### config.mk
export PLATFORM = sky130hd
export DESIGN_NAME = button_cmd_queue
export DESIGN_NICKNAME = d
export VERILOG_FILES = /design/src/rtl/btn_cmd_pkg.sv /design/src/rtl/btn_cmd_fifo.sv /design/src/rtl/button_cmd_queue.sv
export SDC_FILE = /design/constraint.sdc
export NUM_CORES = 1
export LEC_CHECK = 0
export BUFFER_PORTS_ARGS = -buffer_cell sky130_fd_sc_hd__clkbuf_2
export CAP_MARGIN = 20
export CORE_MARGIN = 8
export CORE_UTILIZATION = 30
export CTS_BUF_LIST = sky130_fd_sc_hd__clkbuf_4
export CTS_CLUSTER_DIAMETER = 60
export DETAILED_ROUTE_END_ITERATION = 12
export PLACE_DENSITY = 0.47
export RECOVER_POWER = 50
export SETUP_SLACK_MARGIN = 0.5
export SLEW_MARGIN = 5
export SYNTH_ARGS = -nofsm -noshare
export SYNTH_HDL_FRONTEND = slang
export SYNTH_HIERARCHICAL = 1
export SYNTH_SLANG_ARGS = --single-unit
### constraint.sdc
create_clock -name clk_entrada -period 8.35 [get_ports clk_entrada]
set_input_delay 0.4175 -clock clk_entrada [delete_from_list [all_inputs] [get_ports clk_entrada]]
set_output_delay 0.4175 -clock clk_entrada [all_outputs]
set_load 0.02 [all_outputs]
### src/rtl/btn_cmd_pkg.sv
// Shared constants and helpers for the button command queue.
// Latency: n/a (package only).
// Backpressure: n/a (package only).
//
// Contents: BTN_CODE_W default code width, clog2_f constant helper,
// prio_enc lowest-set-bit encoder used by the push arbiter.
package btn_cmd_pkg;

   localparam int BTN_NUM    = 4;
   localparam int BTN_CODE_W = 2;

   // Result of a priority encode: index of the lowest set bit and whether any bit was set.
   typedef struct packed {
      logic       found;
      logic [7:0] idx;
   } penc_t;

   // Ceiling log2, usable in parameter and port-width expressions.
   function automatic int clog2_f(input int v);
      int r;
      r = 0;
      for (int i = 0; i < 31; i++) begin
         if ((1 << i) < v) r = i + 1;
      end
      return r;
   endfunction

   // Lowest set bit wins. Scanning from the top down lets the last hit be the lowest index.
   function automatic penc_t prio_enc(input logic [31:0] vec);
      penc_t r;
      r.found = 1'b0;
      r.idx   = 8'd0;
      for (int i = 31; i >= 0; i--) begin
         if (vec[i]) begin
            r.found = 1'b1;
            r.idx   = 8'(i);
         end
      end
      return r;
   endfunction

endpackage

### src/rtl/btn_cmd_fifo.sv
// Small synchronous FIFO holding command codes; head is read combinationally.
// Latency: a pushed entry is visible at the head one clock after the push.
// Backpressure: push ignored when full unless a pop happens in the same cycle; pop ignored when empty.
//
// Ports: clk_entrada/reset (async active-high), push + wr_dat, pop, rd_dat (head, 0 when empty),
//        full, empty, count (entries held, 0..DEPTH).
module btn_cmd_fifo
   import btn_cmd_pkg::*;
#(
   parameter int DEPTH = 4,
   parameter int W     = 2
) (
   input  logic                    clk_entrada,
   input  logic                    reset,
   input  logic                    push,
   input  logic [W-1:0]            wr_dat,
   input  logic                    pop,
   output logic [W-1:0]            rd_dat,
   output logic                    full,
   output logic                    empty,
   output logic [clog2_f(DEPTH):0] count
);

   localparam int AW = clog2_f(DEPTH);

   logic [W-1:0]  mem [DEPTH];
   logic [AW-1:0] wr_ptr;
   logic [AW-1:0] rd_ptr;
   logic          push_do;
   logic          pop_do;

   assign empty   = (count == '0);
   assign full    = (count == (AW+1)'(DEPTH));
   assign pop_do  = pop & ~empty;
   // A pop in the same cycle frees the slot being written, so a full FIFO can still accept.
   assign push_do = push & (~full | pop_do);

   // Masked while empty so a stale entry never shows on the output.
   assign rd_dat  = empty ? '0 : mem[rd_ptr];

   // DEPTH is a power of two, so the pointers wrap naturally.
   always_ff @(posedge clk_entrada or posedge reset) begin
      if (reset) begin
         wr_ptr <= '0;
         rd_ptr <= '0;
         count  <= '0;
      end else begin
         if (push_do) wr_ptr <= wr_ptr + 1'b1;
         if (pop_do)  rd_ptr <= rd_ptr + 1'b1;
         case ({push_do, pop_do})
            2'b10:   count <= count + 1'b1;
            2'b01:   count <= count - 1'b1;
            default: count <= count;
         endcase
      end
   end

   always_ff @(posedge clk_entrada) begin
      if (push_do) mem[wr_ptr] <= wr_dat;
   end

endmodule

### src/rtl/button_cmd_queue.sv
// Turns debounced button pulses into queued command codes (code = button index).
// Latency: input high sampled at edge N -> cmd_valid after edge N+3 (empty FIFO, no lower index pending).
// Backpressure: cmd_valid/cmd_ready; presses wait in a per-button pending bit, a repeat press on a
//               still-pending button is dropped and flagged on the sticky overflow output.
//
// Ports: clk_entrada, reset (async active-high), sinal_estavel[NUM_BTN] (async pulses),
//        cmd_valid/cmd_code/cmd_ready (head of queue), fifo_count, overflow (sticky until reset).
// Optional: define BTN_DROP_COUNT_EN to add drop_count[7:0], a saturating count of dropped presses.
module button_cmd_queue
   import btn_cmd_pkg::*;
#(
   parameter int NUM_BTN = BTN_NUM,
   parameter int DEPTH   = 4,
   parameter int CODE_W  = BTN_CODE_W
) (
   input  logic                    clk_entrada,
   input  logic                    reset,
   input  logic [NUM_BTN-1:0]      sinal_estavel,
   output logic                    cmd_valid,
   output logic [CODE_W-1:0]       cmd_code,
   input  logic                    cmd_ready,
   output logic [clog2_f(DEPTH):0] fifo_count,
   output logic                    overflow
`ifdef BTN_DROP_COUNT_EN
   ,
   output logic [7:0]              drop_count
`endif
);

   logic [NUM_BTN-1:0] s1;
   logic [NUM_BTN-1:0] s2;
   logic [NUM_BTN-1:0] s3;
   logic [NUM_BTN-1:0] rise;
   logic [NUM_BTN-1:0] pending;
   logic [NUM_BTN-1:0] clr;
   logic [NUM_BTN-1:0] drop;
   penc_t              pe;
   logic [CODE_W-1:0]  push_code;
   logic               push;
   logic               pop;
   logic               full;
   logic               empty;

   // s1/s2 form the synchroniser; s3 only delays s2 for edge detection.
   always_ff @(posedge clk_entrada or posedge reset) begin
      if (reset) begin
         s1 <= '0;
         s2 <= '0;
         s3 <= '0;
      end else begin
         s1 <= sinal_estavel;
         s2 <= s1;
         s3 <= s2;
      end
   end

   assign rise = s2 & ~s3;

   // Arbiter: the lowest pending button goes into the FIFO whenever a slot is free this cycle.
   assign pe        = prio_enc(32'(pending));
   assign push_code = CODE_W'(pe.idx);
   assign pop       = cmd_valid & cmd_ready;
   assign push      = pe.found & (~full | pop);

   always_comb begin
      clr = '0;
      if (push) clr[push_code] = 1'b1;
   end

   // A fresh edge on a bit that is still waiting (and not leaving this cycle) has nowhere to go.
   assign drop = rise & pending & ~clr;

   always_ff @(posedge clk_entrada or posedge reset) begin
      if (reset) begin
         pending  <= '0;
         overflow <= 1'b0;
      end else begin
         pending  <= (pending & ~clr) | rise;
         overflow <= overflow | (|drop);
      end
   end

`ifdef BTN_DROP_COUNT_EN
   // Nine bits leave headroom for several drops landing on top of 255 before clamping.
   logic [8:0] drop_sum;

   always_comb begin
      drop_sum = {1'b0, drop_count};
      for (int i = 0; i < NUM_BTN; i++) begin
         drop_sum = drop_sum + {8'd0, drop[i]};
      end
   end

   always_ff @(posedge clk_entrada or posedge reset) begin
      if (reset) begin
         drop_count <= 8'd0;
      end else begin
         drop_count <= drop_sum[8] ? 8'hFF : drop_sum[7:0];
      end
   end
`endif

   btn_cmd_fifo #(
      .DEPTH (DEPTH),
      .W     (CODE_W)
   ) u_fifo (
      .clk_entrada (clk_entrada),
      .reset       (reset),
      .push        (push),
      .wr_dat      (push_code),
      .pop         (pop),
      .rd_dat      (cmd_code),
      .full        (full),
      .empty       (empty),
      .count       (fifo_count)
   );

   assign cmd_valid = ~empty;

endmodule

# Word-level counts from Yosys, hierarchy flattened
# Memory sizes are Yosys's and may differ from the RTL's.
# Index checks and enable logic that the tools add are counted.
classes:
  muxes: 11
  n_reduce_logical: 4
  n_bitwise: 16
  eq_ne: 3
  add_sub_neg: 4
  order_cmp: 2
ops:
  columns: ["operator", "count"]
  rows:
  - ["2-to-1 mux 9 bit", 4]
  - ["bitwise AND 4 bit", 4]
  - ["NOT 4 bit", 2]
  - ["one-hot mux 3 bit (2 select lines)", 1]
  - ["adder 2 x 1 -> 2 bit, second input constant", 2]
  - ["bitwise AND 1 bit", 4]
  - ["2-to-1 mux 4 bit", 1]
  - ["OR 4 bit", 1]
  - ["OR reduction 4 bit", 1]
  - ["adder 3 x 1 -> 3 bit, second input constant", 1]
  - ["== test 3 bit, second input constant", 1]
  - ["logical NOT 3 bit", 1]
  - ["less-than comparator 2 x 3 -> 1 bit, second input constant", 1]
  - ["2-to-1 mux 1 bit", 3]
  - ["OR 1 bit", 3]
  - ["subtractor 3 x 1 -> 3 bit, second input constant", 1]
  - ["demux 1 bit (select 2 bit)", 1]
  - ["== test 2 x 1 -> 1 bit, second input constant", 1]
  - ["== test 2 bit, second input constant", 1]
  - ["greater-or-equal comparator 2 x 1 -> 1 bit, second input constant", 1]
  - ["2-to-1 mux 2 bit", 1]
  - ["NOT 1 bit", 2]
  - ["nonzero test 2 bit", 1]
  - ["logical AND 1 bit", 1]
word_totals:
  out_inout_bits: 7
  input_bits: 7
  elab_cells: 49
  n_memories: 1
  register_bits: 24
  ramBits: 8
memory_table:
  columns: ["memory", "depth", "width", "rd", "rd_ports_with_merged_regs", "wr", "line_no", "source"]
  rows:
  - ["u_fifo.mem", 4, 2, 1, 0, 1, "btn_cmd_fifo.sv:26", "logic [W-1:0] mem [DEPTH];"]

# Longest topological paths before layout
logic_depth:
  word_depth: 13
  mapped_depth: 11
  mapped_depth_nobuf: 10

# By module
# The synthesis kept the hierarchy.
modules_own_cells:
  columns: ["mod", "area_per_inst_um2", "instances", "cells_each"]
  rows:
  - ["btn_cmd_fifo", 800.8, 1, 59]
  - ["button_cmd_queue", 644.4, 1, 48]

# Worst setup path after synthesis
# No wires, ideal clock.
synth_path:
  path_kind: "register to register"
  startpoint: "register u_fifo.count[1]"
  endpoint: "register u_fifo.count[2]"
  arrival_time_ns: 2.697
  setup_ns: 0.080
  path_slack_ns: 5.572
  n_path_buf: 1
  path_stages_with_launch: 11
  cell_sequence: "dfrtp_1 nor3_1 nor2b_4 nor2_4 a21oi_1 buf_2 or2b_1 fa_1 nand2b_1 o32ai_2 xor2_1"
synth_via:
  elab_chain_len: 8
synth_lines:
  columns: ["item", "line_no", "source"]
  rows:
  - ["from (decl)", "btn_cmd_fifo.sv:21", "output logic [clog2_f(DEPTH):0] count"]
  - ["from (signal assigned)", "btn_cmd_fifo.sv:51", "2'b10: count <= count + 1'b1;"]
  - ["from (signal assigned)", "btn_cmd_fifo.sv:52", "2'b01: count <= count - 1'b1;"]
  - ["from (signal assigned)", "btn_cmd_fifo.sv:53", "default: count <= count;"]
  - ["logical NOT 3 bit *", "btn_cmd_fifo.sv:32", "assign empty = (count == '0);"]
  - ["net empty", "button_cmd_queue.sv:42", "logic empty;"]
  - ["NOT 1 bit *", "button_cmd_queue.sv:118", "assign cmd_valid = ~empty;"]
  - ["bitwise AND 1 bit *", "button_cmd_queue.sv:62", "assign pop = cmd_valid & cmd_ready;"]
  - ["net pop", "button_cmd_queue.sv:40", "logic pop;"]
  - ["OR 1 bit *", "button_cmd_queue.sv:63", "assign push = pe.found & (~full | pop);"]
  - ["bitwise AND 1 bit *", "button_cmd_queue.sv:63", null]
  - ["net push", "button_cmd_queue.sv:39", "logic push;"]
  - ["bitwise AND 1 bit *", "btn_cmd_fifo.sv:36", "assign push_do = push & (~full | pop_do);"]
  - ["== test 2 x 1 -> 1 bit or == test 2 bit (tied branches)", "btn_cmd_fifo.sv:50", "case ({push_do, pop_do})"]
  - ["one-hot mux 3 bit (2 select lines) or nonzero test 2 bit (tied branches)", null, null]
# Mark *: on every way through the listed nets, which the timed path passes. The rest lies on a longest branch.
# A chain may end at the register's enable or synchronous reset.

# Final worst setup path
# Same ends and word-level chain as after synthesis.

==> qor.txt <==
status: finished, final reports clean
routed len/inst: 13.3 um
post-route ant nets: 0
synthesis-to-layout area growth: 13.2%
port bufs: 13
register area: 841 sq um
Critical Path End Type: flop
Area contributors post-synth: dfrtp_1, edfxtp_1, ha_1, mux4_2, inv_1
CTS Buffer Depth: 2
drt pass-1 iters: 4
static leakage: 0.000700 uW
Least-Margin Pin Slew: 0.714 ns
highest metal used: met4
hpwl dp: 1.78 mm
buffers and inverters on the worst path: 0
Post-Syn Instances: 107
Post-Syn Area per Cell: 13.5 sq um
Hold Fails Final Rpt: 0
multi-input logic area: 547 sq um
antenna violations before repair: 0
Post-Syn Area: 1450 sq um
FMAX: 332 MHz
vias in the first global route: 880
Hold-fix buffers, CTS: 0
Total Nets Final: 137
fin area: 1640 sq um
DRC viols: 0
crit path cell chain: nor3_1 -> nor2b_4 -> nor2_4 -> a21oi_1 -> or2b_1 -> fa_1 -> nand2b_1 -> o32ai_2 -> xor2_1
pwr/cell area: 361 nW/um^2
die footprint: 7290 sq um
syn nets: 119
vias per cell: 4.64
Top FF cell, synth: dfrtp_1
root buf cell: clkbuf_4
first-pass GRT wire length: 4.17 mm
CTS Buf Count: 5
Max-Cap Viols: 0
dominant cell type by area after synthesis: dfrtp_1
global route total overflow: 0
CTS tree: yes
Starting Density: 30.8%
Post-Route Setup TNS: 0 ns
Sink Count: 32
DR WL met3: 187 um
Clock Skew: 0.00834 ns
crit start category: flop
slowest stage delay, CP: 0.63 ns
hold_ws: 0.0288 ns
min-delay worst type: in -> async
Clock transition at path regs: 0.10 ns
CP Data Arrival Time: 3.26 ns
Rel. slew slack: 52.0%
CP Class: reg -> reg
Core ar.: 4690 sq um
final worst path period need: 3.01 ns
GRT Util Overall: 7.49%
drt total wl: 2.40 mm
Peak VDD IR: 0.0948 mV
largest net degree at the start of global routing: 18
Synth top area share: 41.6%
H-tree levels: 2
FILL cells: 465
WL met1: 1.05 mm
WL met2: 1.07 mm
Die Y: 85.4 um
delay-heaviest family, CP: simple AND/OR/NAND/NOR gates
CP required: 8.60 ns
placer congestion estimate: 0.781
CP max-delay cell: nor3_1
placed cell areas: 1560 sq um
sequential area share after synthesis: 58.2%
crit-path max FO: 9
I/O pins: 14
Die Width: 85.4 um
Slew Limit Fails: 0
routed via count: 836
n_diodes: 0
Final Setup Violations: 0
worst setup margin: 5.34 ns
clock latency on the worst-skew pair: 0.33 ns
layout cell share with drive strength beyond 1: 26.2%
period utilization: 36.0%
setup slack after placement: 5.36 ns
setup repair bufs after CTS: 0
Yosys Warn Count: 6
Starting DRT DRC Count: 31
Seq cells post-synth: 32
post-cts resize count: 0
row count: 25
RSZ-0062 raised after global routing: false
number of flops mapped to enable cells by yosys: 8
ys async rst share: 75.0%
synth unique cells: 41
## worst reg2reg max path, cell delays in order (launching register included)
cell and delay [ns]:
dfrtp_1 0.48, nor3_1 0.63, nor2b_4 0.18, nor2_4 0.20, a21oi_1 0.18, or2b_1 0.30, fa_1 0.38, nand2b_1 0.17
o32ai_2 0.24, xor2_1 0.18
## per-stage QoR
stage          utilization [%]  power [uW]  instances
3_5_place_dp              33.3         484        172
2_1_floorplan                -         427        107
4_1_cts                   34.9         601        180
6_report                  34.9         590        180
5_1_grt                   34.9         636        180
3_3_place_gp              33.3         479        172
## where the power goes
part	leakage (uW)	switching, uW	total, uW	internal (uW)
sequential	0.000354	39.6	249	210
combinational	0.000306	129	229	100
clock	0.0000403	51.1	112	61.1
## final timing paths
path	to	slack (ns)	depth (start not counted)	start
setup / recovery	u_fifo/count[2]	5.34	9	u_fifo/count[1]
hold / removal	u_fifo/count[0]	0.03	2	reset
setup reg to reg	u_fifo/count[2]	5.34	9	u_fifo/count[1]
hold reg to reg	s2[2]	0.36	0	s1[2]
max in group asynchronous	pending[3]	7.81	2	reset
min in group clk_entrada	s1[2]	0.19	1	sinal_estavel[2]
## cells in the mapped netlist (2+ instances only)
library cell and instances:
a21oi_1 3, nand3_1 2, nor3_1 3, o21ai_1 2
o21ai_0 2, nor2b_1 4, edfxtp_1 8, dfrtp_1 24
and2_1 4, mux4_2 2, xnor2_1 2, nand2b_1 2
a21o_1 2, ha_1 4, inv_1 11, xor2_1 4
nor2b_4 2, o2111ai_1 2, nor2_1 2
## flip-flops by register name (all words and copies together), names as in the netlist
signal and count:
pending 4, u_fifo/rd_ptr 2, u_fifo/wr_ptr 2, u_fifo/mem 8, s3 4, u_fifo/count 3, s2 4, overflow 1
s1 4
## layout by cell type (no fill, tap or decap), drive strengths merged, types with 3 or more instances in the layout
| master | synthesis | routed |
|---|---|---|
| dfrtp | 24 | 24 |
| clkbuf | 0 | 18 |
| inv | 11 | 11 |
| edfxtp | 8 | 8 |
| nor2b | 7 | 7 |
| xor2 | 4 | 4 |
| and2 | 4 | 4 |
| ha | 4 | 4 |
| nor2 | 4 | 4 |
| o21ai | 4 | 4 |
| a21oi | 3 | 3 |
| nor3 | 3 | 3 |
## area by class of cell
class / instances / share of cell area [%]
clock inverter: 3 / 2.29
sequential: 32 / 51.4
clock buffer: 5 / 2.29
multi-input combinational: 62 / 33.4
inverter: 11 / 2.52
timing repair buffer: 13 / 3.98
tap: 54 / 4.13
## layer usage
layer | global-route usage (%) | vias to the layer above
met3 | 4.15 | 7
met5 | 0 | -
met4 | 5.57 | 0
met2 | 11.0 | 23
met1 | 7.88 | 400
li1 | - | 406
## cells by family after synthesis
family | after synthesis | synth area share (%)
xor gates and xnor gates | 6 | 3.64
muxes | 3 | 3.90
AOI/OAI and AO/OA | 18 | 9.96
buffers and inverters | 13 | 3.98
DFF | 32 | 58.2
and+or+nand+nor | 30 | 15.5
adders and majority gates | 5 | 4.85
Note: power is estimated with default switching activity, not from simulation.
